$ cat config.mk
export PLATFORM = sky130hd
export DESIGN_NAME = bram_fifo_ctrl_flat
export DESIGN_NICKNAME = d
export VERILOG_FILES = /design/src/rtl/bram_fifo_ctrl_pkg.sv /design/src/rtl/bram_fifo_ctrl_if.sv /design/src/rtl/bram_fifo_out_buf.sv /design/src/rtl/bram_fifo_ctrl.sv /design/src/flat_wrapper.sv
export SDC_FILE = /design/constraint.sdc
export NUM_CORES = 1
export LEC_CHECK = 0
export ABC_AREA = 1
export CAP_MARGIN = 20
export CORE_ASPECT_RATIO = 1.75
export CORE_MARGIN = 8
export CORE_UTILIZATION = 45
export CTS_CLUSTER_SIZE = 14
export DETAILED_ROUTE_END_ITERATION = 6
export PLACE_DENSITY = 0.83
export SLEW_MARGIN = 20
export SYNTH_ARGS = -nofsm -noshare
export SYNTH_HDL_FRONTEND = slang
export SYNTH_SLANG_ARGS = --single-unit
$ cat constraint.sdc
create_clock -name clock -period 8.8 [get_ports clock]
set_input_delay 1.76 -clock clock [delete_from_list [all_inputs] [get_ports clock]]
set_output_delay 1.76 -clock clock [all_outputs]
set_load 0.1 [all_outputs]
$ cat src/rtl/bram_fifo_ctrl_pkg.sv
// Shared defaults for the BRAM-backed FIFO controller.
// Default entry width and BRAM address width used by the interface and the RTL.
package bram_fifo_ctrl_pkg;

  localparam int DEF_DATA_WIDTH    = 16;
  localparam int DEF_ADDRESS_WIDTH = 11;

endpackage

$ cat src/rtl/bram_fifo_ctrl_if.sv
// Stream + BRAM port bundle for bram_fifo_ctrl.
// master: the controller (drives in_ready, out_*, count, mem_* requests).
// slave:  producer/consumer/BRAM side (drives in_*, out_ready, mem_dout).
interface bram_fifo_ctrl_if
  import bram_fifo_ctrl_pkg::*;
#(
  parameter int DATA_WIDTH    = DEF_DATA_WIDTH,
  parameter int ADDRESS_WIDTH = DEF_ADDRESS_WIDTH
);

  logic                     in_valid;
  logic                     in_ready;
  logic [DATA_WIDTH-1:0]    in_data;
  logic                     out_valid;
  logic                     out_ready;
  logic [DATA_WIDTH-1:0]    out_data;
  logic [ADDRESS_WIDTH+1:0] count;
  logic [ADDRESS_WIDTH-1:0] mem_raddr;
  logic [DATA_WIDTH-1:0]    mem_dout;
  logic                     mem_wen;
  logic [ADDRESS_WIDTH-1:0] mem_waddr;
  logic [DATA_WIDTH-1:0]    mem_din;

  modport master (
    input  in_valid, in_data, out_ready, mem_dout,
    output in_ready, out_valid, out_data, count,
    output mem_raddr, mem_wen, mem_waddr, mem_din
  );

  modport slave (
    output in_valid, in_data, out_ready, mem_dout,
    input  in_ready, out_valid, out_data, count,
    input  mem_raddr, mem_wen, mem_waddr, mem_din
  );

endinterface

$ cat src/rtl/bram_fifo_out_buf.sv
// Two-entry output buffer (out register + skid register) behind the BRAM.
// Ports: clock/reset/clear, wr_valid_i/wr_data_i (BRAM return), pop_i,
// out_valid_o/out_data_o (head), occ_o (entries held, 0..2).
module bram_fifo_out_buf
  import bram_fifo_ctrl_pkg::*;
#(
  parameter int DATA_WIDTH = DEF_DATA_WIDTH
) (
  input  logic                  clock,
  input  logic                  reset,
  input  logic                  clear_i,
  input  logic                  wr_valid_i,
  input  logic [DATA_WIDTH-1:0] wr_data_i,
  input  logic                  pop_i,
  output logic                  out_valid_o,
  output logic [DATA_WIDTH-1:0] out_data_o,
  output logic [1:0]            occ_o
);

  logic                  out_v_q, out_v_d;
  logic                  skid_v_q, skid_v_d;
  logic [DATA_WIDTH-1:0] out_q, out_d;
  logic [DATA_WIDTH-1:0] skid_q, skid_d;

  always_comb begin
    out_v_d  = out_v_q & ~pop_i;
    out_d    = out_q;
    skid_v_d = skid_v_q;
    skid_d   = skid_q;
    // skid is older than any word arriving now
    if (!out_v_d && skid_v_q) begin
      out_v_d  = 1'b1;
      out_d    = skid_q;
      skid_v_d = 1'b0;
    end
    if (wr_valid_i) begin
      if (!out_v_d) begin
        out_v_d = 1'b1;
        out_d   = wr_data_i;
      end else begin
        skid_v_d = 1'b1;
        skid_d   = wr_data_i;
      end
    end
    if (clear_i) begin
      out_v_d  = 1'b0;
      skid_v_d = 1'b0;
    end
  end

  always_ff @(posedge clock or posedge reset) begin
    if (reset) begin
      out_v_q  <= 1'b0;
      skid_v_q <= 1'b0;
      out_q    <= '0;
      skid_q   <= '0;
    end else begin
      out_v_q  <= out_v_d;
      skid_v_q <= skid_v_d;
      out_q    <= out_d;
      skid_q   <= skid_d;
    end
  end

  assign out_valid_o = out_v_q;
  assign out_data_o  = out_q;
  assign occ_o       = {1'b0, out_v_q} + {1'b0, skid_v_q};

endmodule

$ cat src/rtl/bram_fifo_ctrl.sv
// Valid/ready FIFO controller driving an external 1-cycle simple-dual-port BRAM.
// Ports: clock, reset (async, high), clear (sync flush), bus (master modport).
module bram_fifo_ctrl
  import bram_fifo_ctrl_pkg::*;
#(
  parameter int DATA_WIDTH    = DEF_DATA_WIDTH,
  parameter int ADDRESS_WIDTH = DEF_ADDRESS_WIDTH
) (
  input  logic              clock,
  input  logic              reset,
  input  logic              clear,
  bram_fifo_ctrl_if.master  bus
);

  localparam int PW = ADDRESS_WIDTH + 1;
  localparam int CW = ADDRESS_WIDTH + 2;
  localparam logic [PW-1:0] FULL = {1'b1, {ADDRESS_WIDTH{1'b0}}};

  logic [PW-1:0] wptr_q, wptr_d;
  logic [PW-1:0] rptr_q, rptr_d;
  logic          inflight_q, inflight_d;

  logic [PW-1:0] occ;
  logic          in_ready;
  logic          push;
  logic          pop;
  logic          issue;
  logic [2:0]    need;
  logic          out_valid;
  logic [1:0]    buf_occ;

  assign occ      = wptr_q - rptr_q;
  assign in_ready = occ != FULL;
  assign push     = bus.in_valid & in_ready;
  assign pop      = out_valid & bus.out_ready;

  // buffer slots claimed once this cycle's pop leaves
  assign need  = {1'b0, buf_occ} + {2'b00, inflight_q} - {2'b00, pop};
  assign issue = (wptr_q != rptr_q) & (need < 3'd2);

  always_comb begin
    wptr_d     = wptr_q + {{(PW-1){1'b0}}, push};
    rptr_d     = rptr_q + {{(PW-1){1'b0}}, issue};
    inflight_d = issue;
    if (clear) begin
      wptr_d     = '0;
      rptr_d     = '0;
      inflight_d = 1'b0;
    end
  end

  always_ff @(posedge clock or posedge reset) begin
    if (reset) begin
      wptr_q     <= '0;
      rptr_q     <= '0;
      inflight_q <= 1'b0;
    end else begin
      wptr_q     <= wptr_d;
      rptr_q     <= rptr_d;
      inflight_q <= inflight_d;
    end
  end

  bram_fifo_out_buf #(
    .DATA_WIDTH (DATA_WIDTH)
  ) u_out_buf (
    .clock       (clock),
    .reset       (reset),
    .clear_i     (clear),
    .wr_valid_i  (inflight_q),
    .wr_data_i   (bus.mem_dout),
    .pop_i       (pop),
    .out_valid_o (out_valid),
    .out_data_o  (bus.out_data),
    .occ_o       (buf_occ)
  );

  assign bus.in_ready  = in_ready;
  assign bus.out_valid = out_valid;
  assign bus.count     = {1'b0, occ}
                       + {{(CW-1){1'b0}}, inflight_q}
                       + {{(CW-2){1'b0}}, buf_occ};
  assign bus.mem_raddr = rptr_q[ADDRESS_WIDTH-1:0];
  assign bus.mem_wen   = push;
  assign bus.mem_waddr = wptr_q[ADDRESS_WIDTH-1:0];
  assign bus.mem_din   = bus.in_data;

endmodule

$ cat src/flat_wrapper.sv
// flat-port wrapper written by rule: the top's interface ports become plain ports
module bram_fifo_ctrl_flat import bram_fifo_ctrl_pkg::*;
#(
  parameter int DATA_WIDTH    = DEF_DATA_WIDTH,
  parameter int ADDRESS_WIDTH = DEF_ADDRESS_WIDTH
)
  (clock, reset, clear, bus_in_valid, bus_in_data, bus_out_ready, bus_mem_dout, bus_in_ready, bus_out_valid, bus_out_data, bus_count, bus_mem_raddr, bus_mem_wen, bus_mem_waddr, bus_mem_din);
  bram_fifo_ctrl_if #(.DATA_WIDTH(DATA_WIDTH), .ADDRESS_WIDTH(ADDRESS_WIDTH)) bus_i ();
  input  logic clock;
  input  logic reset;
  input  logic clear;
  input wire logic [$bits(bus_i.in_valid)-1:0] bus_in_valid;
  input wire logic [$bits(bus_i.in_data)-1:0] bus_in_data;
  input wire logic [$bits(bus_i.out_ready)-1:0] bus_out_ready;
  input wire logic [$bits(bus_i.mem_dout)-1:0] bus_mem_dout;
  output wire logic [$bits(bus_i.in_ready)-1:0] bus_in_ready;
  output wire logic [$bits(bus_i.out_valid)-1:0] bus_out_valid;
  output wire logic [$bits(bus_i.out_data)-1:0] bus_out_data;
  output wire logic [$bits(bus_i.count)-1:0] bus_count;
  output wire logic [$bits(bus_i.mem_raddr)-1:0] bus_mem_raddr;
  output wire logic [$bits(bus_i.mem_wen)-1:0] bus_mem_wen;
  output wire logic [$bits(bus_i.mem_waddr)-1:0] bus_mem_waddr;
  output wire logic [$bits(bus_i.mem_din)-1:0] bus_mem_din;
  assign bus_i.in_valid = bus_in_valid;
  assign bus_i.in_data = bus_in_data;
  assign bus_i.out_ready = bus_out_ready;
  assign bus_i.mem_dout = bus_mem_dout;
  assign bus_in_ready = bus_i.in_ready;
  assign bus_out_valid = bus_i.out_valid;
  assign bus_out_data = bus_i.out_data;
  assign bus_count = bus_i.count;
  assign bus_mem_raddr = bus_i.mem_raddr;
  assign bus_mem_wen = bus_i.mem_wen;
  assign bus_mem_waddr = bus_i.mem_waddr;
  assign bus_mem_din = bus_i.mem_din;
  bram_fifo_ctrl #(.DATA_WIDTH(DATA_WIDTH), .ADDRESS_WIDTH(ADDRESS_WIDTH)) u_core (.clock(clock), .reset(reset), .clear(clear), .bus(bus_i));
endmodule
==> results.ini <==
[die]
die_x_um=88.2
rows=46
core-area_um2=8980
num_io_pins=107
die_area_um2=12500
die_h_um=142
start_util=0.457

[critical_path]
crit_family=buffers and inverters
cp_common_cell=nand2_1
r2r_start=u_core.wptr_q[0]$_DFF_PP0_
crit_end=bus_count[10]
crit_type=reg -> out
cp_num_cells=14
critPathLaunch=u_core.u_out_buf.skid_v_q$_DFF_PP0_
rrSetupSlack_ns=5.04
cpPeakStageDelay_ns=1.12
cp-start-kind=flop
end_kind=output port
reg2regPathDepth=22
critPathBufInv=3
crit_required_ns=7.04
path_max_fanout=20
worst_ep_arrival_time_ns=4.06
path_cells=ha_1 -> fa_1 -> inv_1 -> fa_1 -> nor2_4 -> nand3_2 -> nor2_2 -> nand2_2 -> nor2_2 -> nand2_1 -> nand2_1 -> nand2_1 -> inv_1 -> clkdlybuf4s50_1
reg2reg_to=u_core.wptr_q[10]$_DFF_PP0_
crit_slowest_cell=clkdlybuf4s50_1

[timing]
fin_crit_sh=0.661
setup_viol=0
tns_ns=0
period_needed_ns=5.82
tightest_slew_ns=1.04
finalHoldViolations=0
rsz0062_at_grt=no
clock_skew_ns=0.00567
max-slew-margin-rel=0.307
fmax_ghz=0.172
timing.final.max_slew_violations=0

[outcome]
status=finished, final reports clean

[detailed_routing]
drt-initial-drc-count=182
via_per_inst=5.24
via_count=3692
wl_mm=10.8
first_pass_iters=6
ant_nets=0
wl_per_cell_um=15.3
drc=0

[layout]
utilization=0.552
area_growth_pct=20.9
fin_area_um2=4960
diodes=0
layout-drive-gt1-share=0.0976
post_layout_nonfiller_instances=704
fin_nets=638

[clocking]
clock_sinks=59
cts_setup_buffers=0
cts_inserted_buffers=9
clk_path_buf_depth=2
htree_levels=3
cts_root_buf=clkbuf_16
cts_tree=done
clock_latency_ns=0.33
ctsResizeCount=0
cts_hold_buf=0
clkTransAtPathRegs_ns=0.05

[yosys]
syn_nets=601
syn_inst=542
yosys_register_bits=59
synthesis.area_um2=4100
ys_types=30
synth-seq-area-share=0.360
synth_area_per_cell_um2=7.57
yosys_warnings=0

[global_route]
grt_overflow=0
first_global_vias=3786
grt_max_degree=60
track_usage=0.179
grt_pass1_wl_mm=17.5
antenna_found_initial=0

[place]
dp_hpwl_mm=8.28
dp.cells=688
port_buffers=74
placed_area_um2=4670
gp_congestion=0.922

[power_and_ir_drop]
power.density_nw_per_um2=402
total_power_mw=1.99
p_leak_nw=2.42
vdd_drop_max_mv=0.369

[min_path]
hp-class=reg -> reg

[flow_run]
cap_violations=0

where the power goes:
group	internal (mW)	switching [mW]
registers	0.351	0.0558
clock network	0.218	0.119
logic	0.301	0.947
total	0.870	1.12
layout by cell type, fill, tap and decap left out, types with 5 or more instances in the layout:
master and n:
a31oi_1 18, nor3_1 9, xor2_1 8, dfrtp_1 59
nor2_1 53, mux2_2 12, nand2_2 11, clkbuf_16 9
nand3_2 5, nand2_1 123, a21oi_1 19, ha_1 18
inv_1 66, o21ai_0 10, clkdlybuf4s50_1 74, nand3_1 50
metrics by stage:
stage	hold WS, ns	setup WS, ns
3_3_place_gp	0.456	3.40
5_1_grt	0.506	2.71
3_5_place_dp	0.465	3.30
2_1_floorplan	0.443	3.18
6_report	0.479	2.98
4_1_cts	0.477	2.96
state kept, by name (all words and copies together), names as in the netlist:
signal and count:
u_core.u_out_buf.out_valid_o 1, u_core.wptr_q 12, u_core.inflight_q 1, u_core.u_out_buf.out_data_o 16, u_core.u_out_buf.skid_v_q 1, u_core.rptr_q 12
u_core.u_out_buf.skid_q 16
worst register-to-register path, cell delays in order (launching register included):
cell,delay (ns)
dfrtp_1,0.40
inv_1,0.07
ha_1,0.15
inv_1,0.09
fa_1,0.49
nand3_1,0.16
nand2_1,0.09
nand2_1,0.13
nand2_1,0.09
nand2_1,0.06
nand2_1,0.09
nand2_1,0.09
nor2_1,0.07
a21oi_1,0.24
ha_1,0.24
ha_1,0.18
nand2_1,0.06
inv_1,0.07
nand2_1,0.09
nor2_1,0.16
nand3_1,0.16
nor3b_1,0.33
a31oi_1,0.14
how the worst min path moves through the flow:
| stage | slack [ns] | depth (start not counted) | start | to |
|---|---|---|---|---|
| detailed placement | 0.47 | 2 | u_core.u_out_buf.skid_q[14]$_DFFE_PP0P_ | u_core.u_out_buf.skid_q[14]$_DFFE_PP0P_ |
| finish | 0.48 | 2 | u_core.u_out_buf.skid_q[14]$_DFFE_PP0P_ | u_core.u_out_buf.skid_q[14]$_DFFE_PP0P_ |
| CTS | 0.48 | 2 | u_core.u_out_buf.skid_q[14]$_DFFE_PP0P_ | u_core.u_out_buf.skid_q[14]$_DFFE_PP0P_ |
| floorplan | 0.44 | 2 | u_core.u_out_buf.skid_q[11]$_DFFE_PP0P_ | u_core.u_out_buf.skid_q[11]$_DFFE_PP0P_ |
| global route | 0.51 | 2 | u_core.u_out_buf.skid_q[14]$_DFFE_PP0P_ | u_core.u_out_buf.skid_q[14]$_DFFE_PP0P_ |
| global placement | 0.46 | 2 | u_core.u_out_buf.skid_q[14]$_DFFE_PP0P_ | u_core.u_out_buf.skid_q[14]$_DFFE_PP0P_ |
per-layer routing:
layer | part of all wire | GRT usage | up-vias
met4 | 0.033 | 0.109 | 0
met3 | 0.058 | 0.0359 | 30
met5 | 0 | 0 | -
met1 | 0.37 | 0.181 | 1748
met2 | 0.54 | 0.321 | 138
li1 | - | - | 1776
area by class of cell:
class,count,area (um2)
clock buffers,11,233
clock inverters,5,53.8
fillers,865,4020
inverters,70,263
multi-input cells,363,2030
flip-flops and latches,59,1480
well taps,120,150
repair buffers,76,756
synth_stat cells (all sizes together):
library cell | instances | area share
nand2 | 135 | 0.13
inv | 70 | 0.064
nor2 | 60 | 0.063
dfrtp | 59 | 0.36
nand3 | 55 | 0.073
buf | 41 | 0.074
a21oi | 19 | 0.023
a31oi | 18 | 0.027
ha | 18 | 0.055
mux2 | 12 | 0.033
o21ai | 10 | 0.012
clkbuf | 9 | 0.0082
nor3 | 9 | 0.011
xor2 | 8 | 0.017
fa | 4 | 0.020
nand4 | 4 | 0.0061
xnor2 | 3 | 0.0064
and2 | 2 | 0.0030
nor3b | 2 | 0.0037
a211oi | 1 | 0.0018
a221oi | 1 | 0.0021
nand3b | 1 | 0.0027
o21bai | 1 | 0.0018
kinds of logic (layout without fill, tap and decap cells):
group	after synthesis	count (layout)	synth area share
simple gates	268	268	0.295
buf+inv	120	162	0.146
flops	59	59	0.360
compound gates	50	50	0.0686
fa+ha+maj	22	22	0.0744
mux	12	12	0.0329
xor+xnor	11	11	0.0235
(Power assumes the default switching activity.)
